[src/rtl/gate_truth_sweeper_pkg.sv]
// gate_truth_sweeper_pkg
//   Shared definitions for the gate truth-table sweeper and its golden model:
//   golden operation encodings and the sweep FSM state encoding.
//   No ports; imported by golden_gate and gate_truth_sweeper.
package gate_truth_sweeper_pkg;

  localparam logic [1:0] OP_AND  = 2'b00;
  localparam logic [1:0] OP_OR   = 2'b01;
  localparam logic [1:0] OP_XOR  = 2'b10;
  localparam logic [1:0] OP_NAND = 2'b11;

  typedef enum logic [1:0] {
    ST_IDLE  = 2'b00,
    ST_DRIVE = 2'b01,
    ST_CHECK = 2'b10,
    ST_DONE  = 2'b11
  } state_e;

endpackage

[src/rtl/gate_truth_sweeper_golden_gate.sv]
// golden_gate
//   Combinational reference for a 2-input bitwise gate. Kept as its own block
//   so the OR/XOR gate benches can reuse the same golden model.
//   Ports:
//     a, b  in  WIDTH  operands
//     op    in  2      operation select (AND / OR / XOR / NAND)
//     exp   out WIDTH  expected gate result
module golden_gate
  import gate_truth_sweeper_pkg::*;
#(
  parameter int WIDTH = 1
) (
  input  logic [WIDTH-1:0] a,
  input  logic [WIDTH-1:0] b,
  input  logic [1:0]       op,
  output logic [WIDTH-1:0] exp
);

  always_comb begin
    exp = '0;
    case (op)
      OP_AND:  exp = a & b;
      OP_OR:   exp = a | b;
      OP_XOR:  exp = a ^ b;
      OP_NAND: exp = ~(a & b);
      default: exp = '0;
    endcase
  end

endmodule

[src/rtl/gate_truth_sweeper.sv]
// gate_truth_sweeper
//   Walks every (a, b) operand combination into a 2-input gate under test,
//   holds each vector for SETTLE_CYCLES cycles, samples the gate output c and
//   compares it with the golden result of the operation latched at start.
//   Ports:
//     clk, rst        clock, synchronous active-high reset
//     start           begin a sweep (only sampled in IDLE)
//     op_sel          golden operation, latched on start
//     a, b            registered operands to the gate under test
//     c               gate-under-test result
//     busy            high from the cycle after acceptance through DONE
//     done            one-cycle pulse at sweep end
//     pass_count      vectors that matched
//     fail_count      vectors that mismatched
//     fail_seen       at least one mismatch in the current/last sweep
//     first_fail_idx  vector index of the first mismatch
module gate_truth_sweeper
  import gate_truth_sweeper_pkg::*;
#(
  parameter int WIDTH         = 1,
  parameter int SETTLE_CYCLES = 2
) (
  input  logic                 clk,
  input  logic                 rst,
  input  logic                 start,
  input  logic [1:0]           op_sel,
  output logic [WIDTH-1:0]     a,
  output logic [WIDTH-1:0]     b,
  input  logic [WIDTH-1:0]     c,
  output logic                 busy,
  output logic                 done,
  output logic [2*WIDTH:0]     pass_count,
  output logic [2*WIDTH:0]     fail_count,
  output logic                 fail_seen,
  output logic [2*WIDTH-1:0]   first_fail_idx
);

  localparam int IW = 2 * WIDTH;
  // A settle of one cycle still needs a one-bit counter.
  localparam int CW = (SETTLE_CYCLES > 1) ? $clog2(SETTLE_CYCLES) : 1;
  localparam logic [CW-1:0] SETTLE_RELOAD = CW'(SETTLE_CYCLES - 1);

  state_e          state_q;
  logic [IW-1:0]   idx_q;
  logic [IW-1:0]   idx_d;
  logic [CW-1:0]   cnt_q;
  logic [1:0]      op_q;
  logic [WIDTH-1:0] a_q;
  logic [WIDTH-1:0] b_q;
  logic            busy_q;
  logic            done_q;
  logic [IW:0]     pass_q;
  logic [IW:0]     fail_q;
  logic            fail_seen_q;
  logic [IW-1:0]   first_fail_q;
  logic [WIDTH-1:0] exp_w;
  logic            match_w;

  assign idx_d = idx_q + 1'b1;

  // Golden result is computed from the registered operands, so it lines up
  // with the vector the gate under test is currently seeing.
  golden_gate #(.WIDTH(WIDTH)) u_golden (
    .a   (a_q),
    .b   (b_q),
    .op  (op_q),
    .exp (exp_w)
  );

  assign match_w = (c == exp_w);

  always_ff @(posedge clk) begin
    if (rst) begin
      state_q      <= ST_IDLE;
      idx_q        <= '0;
      cnt_q        <= '0;
      op_q         <= OP_AND;
      a_q          <= '0;
      b_q          <= '0;
      busy_q       <= 1'b0;
      done_q       <= 1'b0;
      pass_q       <= '0;
      fail_q       <= '0;
      fail_seen_q  <= 1'b0;
      first_fail_q <= '0;
    end else begin
      done_q <= 1'b0;
      case (state_q)
        ST_IDLE: begin
          a_q <= '0;
          b_q <= '0;
          if (start) begin
            idx_q        <= '0;
            pass_q       <= '0;
            fail_q       <= '0;
            fail_seen_q  <= 1'b0;
            first_fail_q <= '0;
            op_q         <= op_sel;
            cnt_q        <= SETTLE_RELOAD;
            busy_q       <= 1'b1;
            state_q      <= ST_DRIVE;
          end
        end
        ST_DRIVE: begin
          if (cnt_q == '0) begin
            state_q <= ST_CHECK;
          end else begin
            cnt_q <= cnt_q - 1'b1;
          end
        end
        ST_CHECK: begin
          if (match_w) begin
            pass_q <= pass_q + 1'b1;
          end else begin
            fail_q <= fail_q + 1'b1;
            if (!fail_seen_q) begin
              fail_seen_q  <= 1'b1;
              first_fail_q <= idx_q;
            end
          end
          if (&idx_q) begin
            a_q     <= '0;
            b_q     <= '0;
            done_q  <= 1'b1;
            state_q <= ST_DONE;
          end else begin
            // a occupies the low half of idx so it toggles fastest.
            idx_q   <= idx_d;
            a_q     <= idx_d[WIDTH-1:0];
            b_q     <= idx_d[IW-1:WIDTH];
            cnt_q   <= SETTLE_RELOAD;
            state_q <= ST_DRIVE;
          end
        end
        ST_DONE: begin
          busy_q  <= 1'b0;
          state_q <= ST_IDLE;
        end
        default: state_q <= ST_IDLE;
      endcase
    end
  end

  assign a              = a_q;
  assign b              = b_q;
  assign busy           = busy_q;
  assign done           = done_q;
  assign pass_count     = pass_q;
  assign fail_count     = fail_q;
  assign fail_seen      = fail_seen_q;
  assign first_fail_idx = first_fail_q;

endmodule

[config.mk]
export PLATFORM = sky130hd
export DESIGN_NAME = gate_truth_sweeper
export DESIGN_NICKNAME = d
export VERILOG_FILES = /design/src/rtl/gate_truth_sweeper_pkg.sv /design/src/rtl/gate_truth_sweeper_golden_gate.sv /design/src/rtl/gate_truth_sweeper.sv
export SDC_FILE = /design/constraint.sdc
export NUM_CORES = 1
export LEC_CHECK = 0
export BUFFER_PORTS_ARGS = -buffer_cell sky130_fd_sc_hd__buf_2
export CELL_PAD_IN_SITES_DETAIL_PLACEMENT = 1
export CELL_PAD_IN_SITES_GLOBAL_PLACEMENT = 2
export CORE_AREA = 2 2 82 45
export DETAILED_ROUTE_END_ITERATION = 6
export DIE_AREA = 0 0 84 47
export PLACE_DENSITY_LB_ADDON = 0.25
export SYNTH_ARGS = -nofsm -noshare
export SYNTH_HDL_FRONTEND = slang
export SYNTH_SLANG_ARGS = --single-unit
[constraint.sdc]
create_clock -name clk -period 4.4 [get_ports clk]
set_clock_uncertainty 0.1 [all_clocks]
set_input_delay 0.44 -clock clk [delete_from_list [all_inputs] [get_ports clk]]
set_output_delay 0.44 -clock clk [all_outputs]
set_load 0.005 [all_outputs]
==> results.json <==
{
  "irDropWorstVdd_v": 0.00009226,
  "num-nets-final": 145,
  "cts_setup_buffers": 0,
  "cp_data_required_time_ns": 4.46,
  "category_of_the_critical_setup_timing_path": "reg -> reg",
  "seq_area_frac_synth_pct": 36.53,
  "seq_power_share_pct": 50.8,
  "tritoncts": "built",
  "grt-ovfl-total": 0,
  "place_area_um2": 1217,
  "cts-htree-levels": 1,
  "worstSetupStartpointType": "register",
  "worst_hold_slack_ns": 0.3041,
  "arrival_ns": 2.10,
  "synthesis.area_per_instance_um2": 9.449,
  "ctsResizeCount": 0,
  "drt_drc_violations_left": 0,
  "number_of_antenna_violations_at_the_first_check_in_global_routing": 0,
  "switching_share_pct": 26.16,
  "dr.pass1.iters": 4,
  "clock_sinks": 20,
  "p_switching_w": 0.0001016,
  "synthTopCellsByCount": "sky130_fd_sc_hd__dfxtp_1, sky130_fd_sc_hd__nor2_1, sky130_fd_sc_hd__a21oi_1",
  "fmax_mhz": 489.2,
  "yosysUniqueCellTypes": 39,
  "setup.worst_path.end_class": "register",
  "unrepaired_setup_endpoints_after_global_routing": "no",
  "cap_viol_max_count": 0,
  "slew_violations": 0,
  "ctsLongestPathBuffers": 2,
  "design.portCount": 19,
  "synth_top_area_cell": "sky130_fd_sc_hd__dfxtp_1",
  "wirelength_um": 2793,
  "leakagePower_nw": 0.5323,
  "finalPower_w": 0.0003883,
  "min_to": "op_q[0]$_SDFFE_PP0P_",
  "antenna_cells": 0,
  "final_cell_area_um2": 1272,
  "detail_route.vias_per_cell": 5.200,
  "intPower_w": 0.0002867,
  "grt_first_pass_wirelength_um": 4567,
  "combPwrFrac_pct": 11.2,
  "areaGrowthSynthToFinish_pct": 16.10,
  "fin_crit_ns": 2.044,
  "worstHoldPathType": "in -> reg",
  "dieWidth_um": 84,
  "synth_top_cells_by_area": "sky130_fd_sc_hd__dfxtp_1, sky130_fd_sc_hd__ha_1, sky130_fd_sc_hd__mux2i_2",
  "start_util_pct": 33.76,
  "ff2ff_path_depth": 6,
  "top_ff_cell_synth": "sky130_fd_sc_hd__dfxtp_1",
  "post_route_setup_tns_ns": 0,
  "grt.total_usage_pct": 15.86,
  "ys_warn_count": 0,
  "status": "finished, final reports clean",
  "worst-r2r-setup-slack_ns": 2.36,
  "clk_transition_reported_paths_ns": 0.08,
  "grt_start_max_net_pins": 24,
  "hold_start": "op_sel[0]",
  "first_drt_iteration_drcs": 50,
  "routed_wl_per_cell_um": 15.96,
  "tightest_slew_ns": 0.6792,
  "finalHoldViolations": 0,
  "clock_tree_root": "sky130_fd_sc_hd__clkbuf_8",
  "clk-insertion-delay-late_ns": 0.27,
  "netlist_area_before_placement_um2": 1096,
  "placeableCoreArea_um2": 3247,
  "number_of_global_route_vias_before_repair": 873,
  "row_count": 15,
  "maxSlewHeadroom_pct": 54.62,
  "syn-instance-count": 116,
  "cts-buffers-inserted": 3,
  "post-route-period-util_pct": 46.46,
  "min_delay_path_depth": 3,
  "detail-route-antenna-nets": 0,
  "synth_fp_nets": 127,
  "p_per_area_nw_per_um2": 305.2,
  "drive_above_1_share_pct": 27.82,
  "netlist.area_leader.share_pct": 36.53,
  "die_area_um2": 3948,
  "number_of_flops_mapped_to_enable_cells_by_yosys": 0,
  "ys_async_sr_fraction_pct": 0,
  "crit-reg2reg-capture": "first_fail_idx[0]$_SDFFE_PP0P_",
  "critPathMaxFanout": 6,
  "r2r-start": "a$_SDFFE_PP0N_",
  "io_buffer_count": 18,
  "num_vias": 910,
  "fp.dieH_um": 47,
  "nFillCells": 385,
  "globalplace.congestion": 0.6989,
  "clkPwrFrac_pct": 38.0,
  "finalSetupViolCount": 0,
  "post-synth-top-count-cell": "sky130_fd_sc_hd__dfxtp_1",
  "cts_hold_buffers": 0,
  "post-dp-hpwl_um": 2033,
  "worstSetupStartpoint": "a$_SDFFE_PP0N_",
  "seq_cells_post_synth": 20
}
cell families after synthesis:
group / after synthesis / synth area share, %
AOI/OAI and AO/OA: 31 / 19.64
muxes: 10 / 11.53
adders and majority gates: 5 / 5.708
buffers and inverters: 8 / 2.968
DFF: 20 / 36.53
and+or+nand+nor: 42 / 23.63
metrics by stage:
stage               util (%)  cells  setup WS [ns]
floorplan                  -    116          2.578
global placement       37.50    171          2.446
detailed placement     37.50    171          2.347
CTS                    39.19    175          2.337
global route           39.19    175          2.211
finish                 39.19    175          2.356
worst max-delay path, cell delays in order, from the launching register on:
cell	delay [ns]
sky130_fd_sc_hd__dfxtp_1	0.38
sky130_fd_sc_hd__inv_1	0.06
sky130_fd_sc_hd__ha_1	0.29
sky130_fd_sc_hd__mux2i_2	0.32
sky130_fd_sc_hd__mux2i_2	0.45
sky130_fd_sc_hd__nand3_1	0.17
sky130_fd_sc_hd__o2bb2ai_1	0.16
layout by cell type (no fill, tap or decap), types with 3 or more instances in the layout:
cell                       count
sky130_fd_sc_hd__ha_1          5
sky130_fd_sc_hd__buf_2        18
sky130_fd_sc_hd__a21oi_1       9
sky130_fd_sc_hd__mux2i_2       4
sky130_fd_sc_hd__nand3b_1      3
sky130_fd_sc_hd__dfxtp_1      20
sky130_fd_sc_hd__a22oi_1       4
sky130_fd_sc_hd__nand4_1       4
sky130_fd_sc_hd__nor2_1       10
sky130_fd_sc_hd__o21ai_0       4
sky130_fd_sc_hd__nand2_1       7
sky130_fd_sc_hd__clkbuf_8      4
sky130_fd_sc_hd__nor2b_1       7
sky130_fd_sc_hd__mux2i_1       3
sky130_fd_sc_hd__inv_1         3
how the worst max path moves through the flow:
stage | endpoint | slack (ns) | cells past startpoint
2_1_floorplan | first_fail_idx[0]$_SDFFE_PP0P_ | 2.58 | 6
3_3_place_gp | first_fail_idx[0]$_SDFFE_PP0P_ | 2.45 | 6
3_5_place_dp | first_fail_idx[0]$_SDFFE_PP0P_ | 2.35 | 6
4_1_cts | first_fail_idx[0]$_SDFFE_PP0P_ | 2.34 | 6
5_1_grt | first_fail_idx[1]$_SDFFE_PP0P_ | 2.21 | 6
6_report | first_fail_idx[0]$_SDFFE_PP0P_ | 2.36 | 6
cell type report:
cell class | instances | area, µm² | share of cell area (%)
clock buffer | 4 | 55.05 | 4.326
inverter | 3 | 11.26 | 0.8850
multi-input combinational | 88 | 663.1 | 52.11
sequential | 20 | 400.4 | 31.47
tap | 42 | 52.55 | 4.130
timing repair buffer | 18 | 90.09 | 7.080
routing by layer:
metal	part of all wire, %	vias to the layer above	wire length [µm]	track usage, %
met5	0	-	0	0
met3	4.2	5	116	5.800
met4	1.9	0	53	7.742
met1	54	432	1522	21.29
li1	-	458	-	-
met2	39	15	1101	23.04
power groups by stage:
stage | combinational [W] | sequential, W | clock [W]
after floorplan | 0.0000339 | 0.000197 | 0
after global placement | 0.0000421 | 0.000201 | 0
after detailed placement | 0.0000437 | 0.000201 | 0
after CTS | 0.0000441 | 0.000197 | 0.000151
after global routing | 0.0000486 | 0.000198 | 0.000161
final | 0.0000434 | 0.000197 | 0.000148
registers in the layout, indices dropped and copies added (netlist names):
register / cells
fail_count: 3
pass_count: 3
first_fail_idx: 2
idx_q: 2
op_q: 2
state_q: 2
a: 1
b: 1
busy: 1
cnt_q: 1
done: 1
fail_seen: 1
No activity file was read; power rests on OpenSTA's default activity.
